==> config.mk <==
export PLATFORM = sky130hd
export DESIGN_NAME = sram_ctrl
export DESIGN_NICKNAME = d
export VERILOG_FILES = /design/src/rtl/sram_ctrl.sv
export SDC_FILE = /design/constraint.sdc
export NUM_CORES = 1
export LEC_CHECK = 0
export CAP_MARGIN = 20
export CORE_MARGIN = 8
export CORE_UTILIZATION = 40
export CTS_CLUSTER_SIZE = 25
export DETAILED_ROUTE_END_ITERATION = 8
export PLACE_DENSITY = 0.82
export SKIP_CTS_REPAIR_TIMING = 1
export SLEW_MARGIN = 20
export SYNTH_ARGS = -nofsm -noshare
export SYNTH_HDL_FRONTEND = slang
export SYNTH_SLANG_ARGS = --single-unit
==> constraint.sdc <==
create_clock -name clk -period 3.6 [get_ports clk]
set_input_delay 0.72 -clock clk [delete_from_list [all_inputs] [get_ports clk]]
set_output_delay 0.72 -clock clk [all_outputs]
set_load 0.005 [all_outputs]
==> src/rtl/sram_ctrl.sv <==
// Single-outstanding load/store front end for the sram port; partial stores become read-modify-write.
// Optional feature macro: SRAM_CTRL_ALIGN_CHECK_EN adds rsp_err and rejects unaligned/out-of-range requests.
module sram_ctrl #(
   parameter int AWIDTH = 32,
   parameter int DWIDTH = 32,
   parameter int DEPTH  = 10240
) (
   input  logic                   clk,
   input  logic                   rst,
   input  logic                   req_valid,
   output logic                   req_ready,
   input  logic                   req_we,
   input  logic [AWIDTH-1:0]      req_addr,
   input  logic [DWIDTH-1:0]      req_wdata,
   input  logic [DWIDTH/8-1:0]    req_be,
   output logic                   rsp_valid,
   input  logic                   rsp_ready,
   output logic [DWIDTH-1:0]      rsp_rdata,
`ifdef SRAM_CTRL_ALIGN_CHECK_EN
   output logic                   rsp_err,
`endif
   output logic [AWIDTH-1:0]      mem_addr,
   output logic [DWIDTH-1:0]      mem_din,
   output logic                   mem_cs,
   output logic                   mem_rd,
   output logic                   mem_wr,
   input  logic [DWIDTH-1:0]      mem_dout
);

   localparam int BW = DWIDTH / 8;

   typedef enum logic [2:0] {
      S_IDLE,
      S_READ,
      S_WRITE,
      S_RMW_RD,
      S_RMW_WR,
      S_RESP
   } state_t;

   state_t              r_state;
   state_t              w_state_next;
   logic [AWIDTH-1:2]   r_addr;
   logic [DWIDTH-1:0]   r_wdata;
   logic [DWIDTH-1:0]   r_merged;
   logic [DWIDTH-1:0]   r_rdata;
   logic [BW-1:0]       r_be;
   logic [DWIDTH-1:0]   w_merged;
   logic                w_accept;
   logic                w_err;
   logic                w_mem_active;
   logic                w_unused;

   assign w_accept = req_valid && req_ready;
   assign w_unused = &{1'b0, req_addr[1:0], (DEPTH > 0)};

`ifdef SRAM_CTRL_ALIGN_CHECK_EN
   logic r_err;
   assign w_err   = (req_addr[1:0] != 2'b00) ||
                    ({2'b00, req_addr[AWIDTH-1:2]} >= AWIDTH'(DEPTH));
   assign rsp_err = r_err;
`else
   assign w_err = 1'b0;
`endif

   // Lane-wise merge of store data over the word currently being read back.
   generate
      for (genvar gi = 0; gi < BW; gi++) begin : g_merge
         assign w_merged[8*gi +: 8] = r_be[gi] ? r_wdata[8*gi +: 8] : mem_dout[8*gi +: 8];
      end
   endgenerate

   always_comb begin
      w_state_next = r_state;
      req_ready    = 1'b0;
      case (r_state)
         S_IDLE: begin
            req_ready = 1'b1;
            if (req_valid) begin
               if (w_err)
                  w_state_next = S_RESP;
               else if (!req_we)
                  w_state_next = S_READ;
               else if (&req_be)
                  w_state_next = S_WRITE;
               else if (req_be == '0)
                  w_state_next = S_RESP;
               else
                  w_state_next = S_RMW_RD;
            end
         end
         S_READ:   w_state_next = S_RESP;
         S_WRITE:  w_state_next = S_RESP;
         S_RMW_RD: w_state_next = S_RMW_WR;
         S_RMW_WR: w_state_next = S_RESP;
         S_RESP:   if (rsp_ready) w_state_next = S_IDLE;
         default:  w_state_next = S_IDLE;
      endcase
   end

   // Strobes come from the state register alone; cs is also killed by reset
   // so an interrupted write never lands in the sram.
   assign mem_rd       = (r_state == S_READ) || (r_state == S_RMW_RD);
   assign mem_wr       = (r_state == S_WRITE) || (r_state == S_RMW_WR);
   assign w_mem_active = mem_rd || mem_wr;
   assign mem_cs       = w_mem_active && !rst;
   assign mem_addr     = {r_addr, 2'b00};
   assign mem_din      = (r_state == S_WRITE)  ? r_wdata  :
                         (r_state == S_RMW_WR) ? r_merged : '0;
   assign rsp_valid    = (r_state == S_RESP);
   assign rsp_rdata    = r_rdata;

   always_ff @(posedge clk) begin
      if (rst) begin
         r_state  <= S_IDLE;
         r_addr   <= '0;
         r_wdata  <= '0;
         r_be     <= '0;
         r_merged <= '0;
         r_rdata  <= '0;
`ifdef SRAM_CTRL_ALIGN_CHECK_EN
         r_err    <= 1'b0;
`endif
      end else begin
         r_state <= w_state_next;
         if (w_accept) begin
            r_addr  <= req_addr[AWIDTH-1:2];
            r_wdata <= req_wdata;
            r_be    <= req_be;
            if (req_we || w_err)
               r_rdata <= '0;
`ifdef SRAM_CTRL_ALIGN_CHECK_EN
            r_err <= w_err;
`endif
         end
         if (r_state == S_READ)
            r_rdata <= mem_dout;
         if (r_state == S_RMW_RD)
            r_merged <= w_merged;
      end
   end

endmodule

==> results.txt <==
The flow ran to the end, and the final reports show no timing, DRC or antenna violations. For this run, the leading register cell type out of synthesis is sky130_fd_sc_hd__dfxtp_1. The per-instance average area after synthesis is 8.372 sq um. The per-cell via count in the routed design came out at 5.177.

Setup repair after global routing left no endpoint under its margin. The time the worst path needs with I/O delays and setup came out at 3.155 ns. The cell sitting at the root of the clock tree is a sky130_fd_sc_hd__clkbuf_16. Global routing used 19.72% of the available tracks across all layers. The count of warnings emitted by yosys came out at 0.

The fraction of synthesized cell area taken by the top area cell type is 49.16%. The share of final-layout standard cells stronger than drive strength 1 is 6.002%. The height of the chip came out at 132.4 microns. The highest clock rate came out at 317.0 MHz. The global-route wire length before repair came out at 27.77 mm. The setup path with the least slack is of type register to output port.

Entering global routing, the biggest net connects 76 pins. The signal on the critical path passes through nor3b_4 > buf_4 > a22o_1 > clkdlybuf4s50_1. The path class of the lowest-slack min-delay path is register to register. The area share of and/or/nand/nor cells after synthesis is 16.70%. After floorplanning, the core was sized to cover 0.01324 sq mm.

The post-synthesis async set-or-reset flop share is 0%. The relative contribution of the clock network to total power came out at 39.0%. Yosys attributes the largest share of cell area to sky130_fd_sc_hd__dfxtp_1 (49%), sky130_fd_sc_hd__nand2_1 (12%), sky130_fd_sc_hd__a21oi_1 (9.3%), sky130_fd_sc_hd__mux2i_1 (5.9%), sky130_fd_sc_hd__a22o_1 (5.2%).

The worst-case headroom to the max-slew limit came out at 45.51%. The number of clock sinks seen by CTS is 133. Together, buffers and inverters on the worst path number 2. Broken down by cell family, the worst path's largest delay share belongs to buffers and inverters. Counting distinct cell types in the post-synthesis netlist gives 31. The number of buffers on the longest clock path is 2. The die covers 0.01752 sq mm. Buffers inserted during clock tree synthesis total 17. The power per cell area came out at 518.5 mW/mm^2.

Cell internal power was estimated by the tool at 0.003043 W. Once detail routing completed, the nets flagged for antenna violations numbered 0. The routed via count came out at 5224.

Of the synthesized area, sequential elements account for 49.16%. The worst setup path is launched from a register. The total setup violations reported at the end of the flow is 0. Max-cap violations in this run came to 0.

For this design the top-level I/O count stands at 206. Of all cell types, the one taking the most synthesized area is sky130_fd_sc_hd__dfxtp_1. Of the total synthesized cell area, the portion taken by full adders, half adders and majority gates is 0%. The via count of the first global-routing pass is 5288. STA classifies the critical path endpoint as an output port.

The post-synthesis cell area is 0.005416 sq mm. The tightest hold path in the finished design has a slack of 0.4498 ns. The worst clock skew on the final layout came out at 0.009634 ns.

The commonest non-fill, non-tap cell in the layout is sky130_fd_sc_hd__clkdlybuf4s50_1. The clock reaches the later pin of the worst-skew pair after 0.41 ns. The final global-route overflow total is 0.

The slew at the pin closest to its max-slew limit came out at 0.8174 ns. Data on the critical path is required at its endpoint by 2.88 ns. TritonCTS built the clock tree. The net count of the finished layout is 927.

The hold violation total from the final report is 0. The number of standard cells after synthesis came out at 647. After synthesis the netlist holds a flip-flop and latch count of 133. The width of the chip is 132.4 microns.

The worst-path cell with the longest stage delay is sky130_fd_sc_hd__dfxtp_1. Registers are responsible for 41.0% of the overall power. The analysis attributes to net switching a power of 0.001130 W.

In this run the number of H-tree levels came out at 4. The largest single stage delay on the critical path is 0.70 ns. Combinational cells account for 19.9% of the total power. The switching fraction of total power came out at 27.08%. By area, the combinational part of the netlist is dominated by compound AO/OA/AOI/OAI gates.

After the first detailed-routing iteration, the DRC count stood at 357. The number of enable-type register cells in the synthesized netlist came out at 0. The total inserted antenna cells came out at 0. The initial standard-cell utilization of the core is 40.90%. After synthesis, the share of cell area in mux cells is 5.914%. The accumulated negative setup slack is 0 ns. Summing the areas of all compound-gate instances in the mapped netlist gives 22.59% of the synthesized area. The share of the synthesized netlist area taken by xor and xnor gates is 0%. The final max-slew violation count is 0.

The final routed wire length divided by cell count is 17.48 microns. The remaining design rule violation count came out at 0. The data arrival time of the worst path is 2.43 ns. The first detailed-routing pass ran for 4 iterations. After floorplanning, the core was divided into 42 placement rows. The post-CTS clock slew at the launch and capture registers of the worst setup and hold paths is 0.05 ns. The number of antenna violations at the first check in global routing is 0.

The growth of design area from synthesis to finish is 48.58%. The quantity of I/O buffers inserted on ports came out at 201. In the layout the commonest cells are sky130_fd_sc_hd__clkdlybuf4s50_1 (200), sky130_fd_sc_hd__nand2_1 (166), sky130_fd_sc_hd__dfxtp_1 (133), sky130_fd_sc_hd__a21oi_1 (100). At the end of routability-driven placement, the weighted congestion stood at 0.7629. The placed wire-length estimate after detailed placement is 11.87 mm. In this run the worst path has a maximum fanout of 19. Dividing the final minimum period by the clock period gives 87.63%.

The maximum VDD drop came out at 484.5 uV. In this run the static leakage power is 2.810 nW. The detailed-route wire length came out at 17.64 mm.
-- worst min-delay path, delay by kind of cell, from the launching register on --
family | cells | cell delay [ns]
flops | 1 | 0.30
simple gates | 1 | 0.05
compound gates | 1 | 0.05
-- sequential cells by signal, summed over array words and instances, names as in the netlist --
register   count
r_merged      32
r_wdata       32
rsp_rdata     32
r_addr        30
r_be           4
r_state        3
-- layer usage --
layer	wire length, microns	track usage [%]	share of wire [%]
met4	138	5.994	0.78
met5	0	0	0
met3	1874	9.947	11
met2	8499	31.73	48
met1	7130	22.37	40
-- worst paths after layout --
kind                    from     endpoint  slack [ns]  cells past startpoint
setup / recovery  r_state[2]  mem_din[11]        0.45                      4
hold / removal    r_addr[12]   r_addr[12]        0.45                      2
setup reg to reg  r_state[0]  r_merged[7]        1.36                      4
hold reg to reg   r_addr[12]   r_addr[12]        0.45                      2
-- cells in the mapped netlist, types with 2 or more instances --
master,n
sky130_fd_sc_hd__nor3b_2,3
sky130_fd_sc_hd__a211oi_1,32
sky130_fd_sc_hd__dfxtp_1,133
sky130_fd_sc_hd__buf_2,19
sky130_fd_sc_hd__or2_2,2
sky130_fd_sc_hd__a22o_1,32
sky130_fd_sc_hd__and3b_1,2
sky130_fd_sc_hd__inv_1,2
sky130_fd_sc_hd__nor2_1,33
sky130_fd_sc_hd__or4b_1,2
sky130_fd_sc_hd__a21oi_1,101
sky130_fd_sc_hd__nand2_1,166
sky130_fd_sc_hd__buf_1,5
sky130_fd_sc_hd__clkbuf_1,28
sky130_fd_sc_hd__o21ai_0,33
sky130_fd_sc_hd__buf_4,4
sky130_fd_sc_hd__mux2i_1,32
sky130_fd_sc_hd__buf_6,4
sky130_fd_sc_hd__or3_1,2
-- cell families after synthesis --
| kind of cell | after synthesis |
|---|---|
| buffers and inverters | 62 |
| other | 1 |
| multiplexers | 32 |
| AO/OA/AOI/OAI | 202 |
| flip-flops | 133 |
| AND/OR/NAND/NOR | 217 |
-- metrics by stage --
| step | utilization (%) | power (W) | cells | cell area [sq um] | setup WS (ns) |
|---|---|---|---|---|---|
| 2_1_floorplan | - | 0.002134 | 648 | 5420 | 1.603 |
| 3_3_place_gp | 56.59 | 0.002558 | 979 | 7493 | 0.8838 |
| 3_5_place_dp | 56.59 | 0.002574 | 979 | 7493 | 0.8820 |
| 4_1_cts | 60.77 | 0.004207 | 1009 | 8048 | 0.4270 |
| 5_1_grt | 60.77 | 0.004372 | 1009 | 8048 | 0.2554 |
| 6_report | 60.77 | 0.004173 | 1009 | 8048 | 0.4455 |
-- cell type report --
class	count	area, sq um
multi-input cells	453	2489
fillers	1169	5195
flip-flops and latches	133	2663
repair buffers	215	2115
well taps	176	220.2
inverters	2	7.507
clock inverters	4	45.04
clock buffers	26	509.2
-- power groups by stage --
stage | Combinational, W | Sequential (W) | Clock, W
after global placement | 0.000823 | 0.00174 | 0
after floorplan | 0.000434 | 0.00170 | 0
final | 0.000832 | 0.00171 | 0.00163
after CTS | 0.000839 | 0.00171 | 0.00166
after detailed placement | 0.000831 | 0.00174 | 0
after global routing | 0.000907 | 0.00173 | 0.00173
Power figures use the tool's default switching activity.
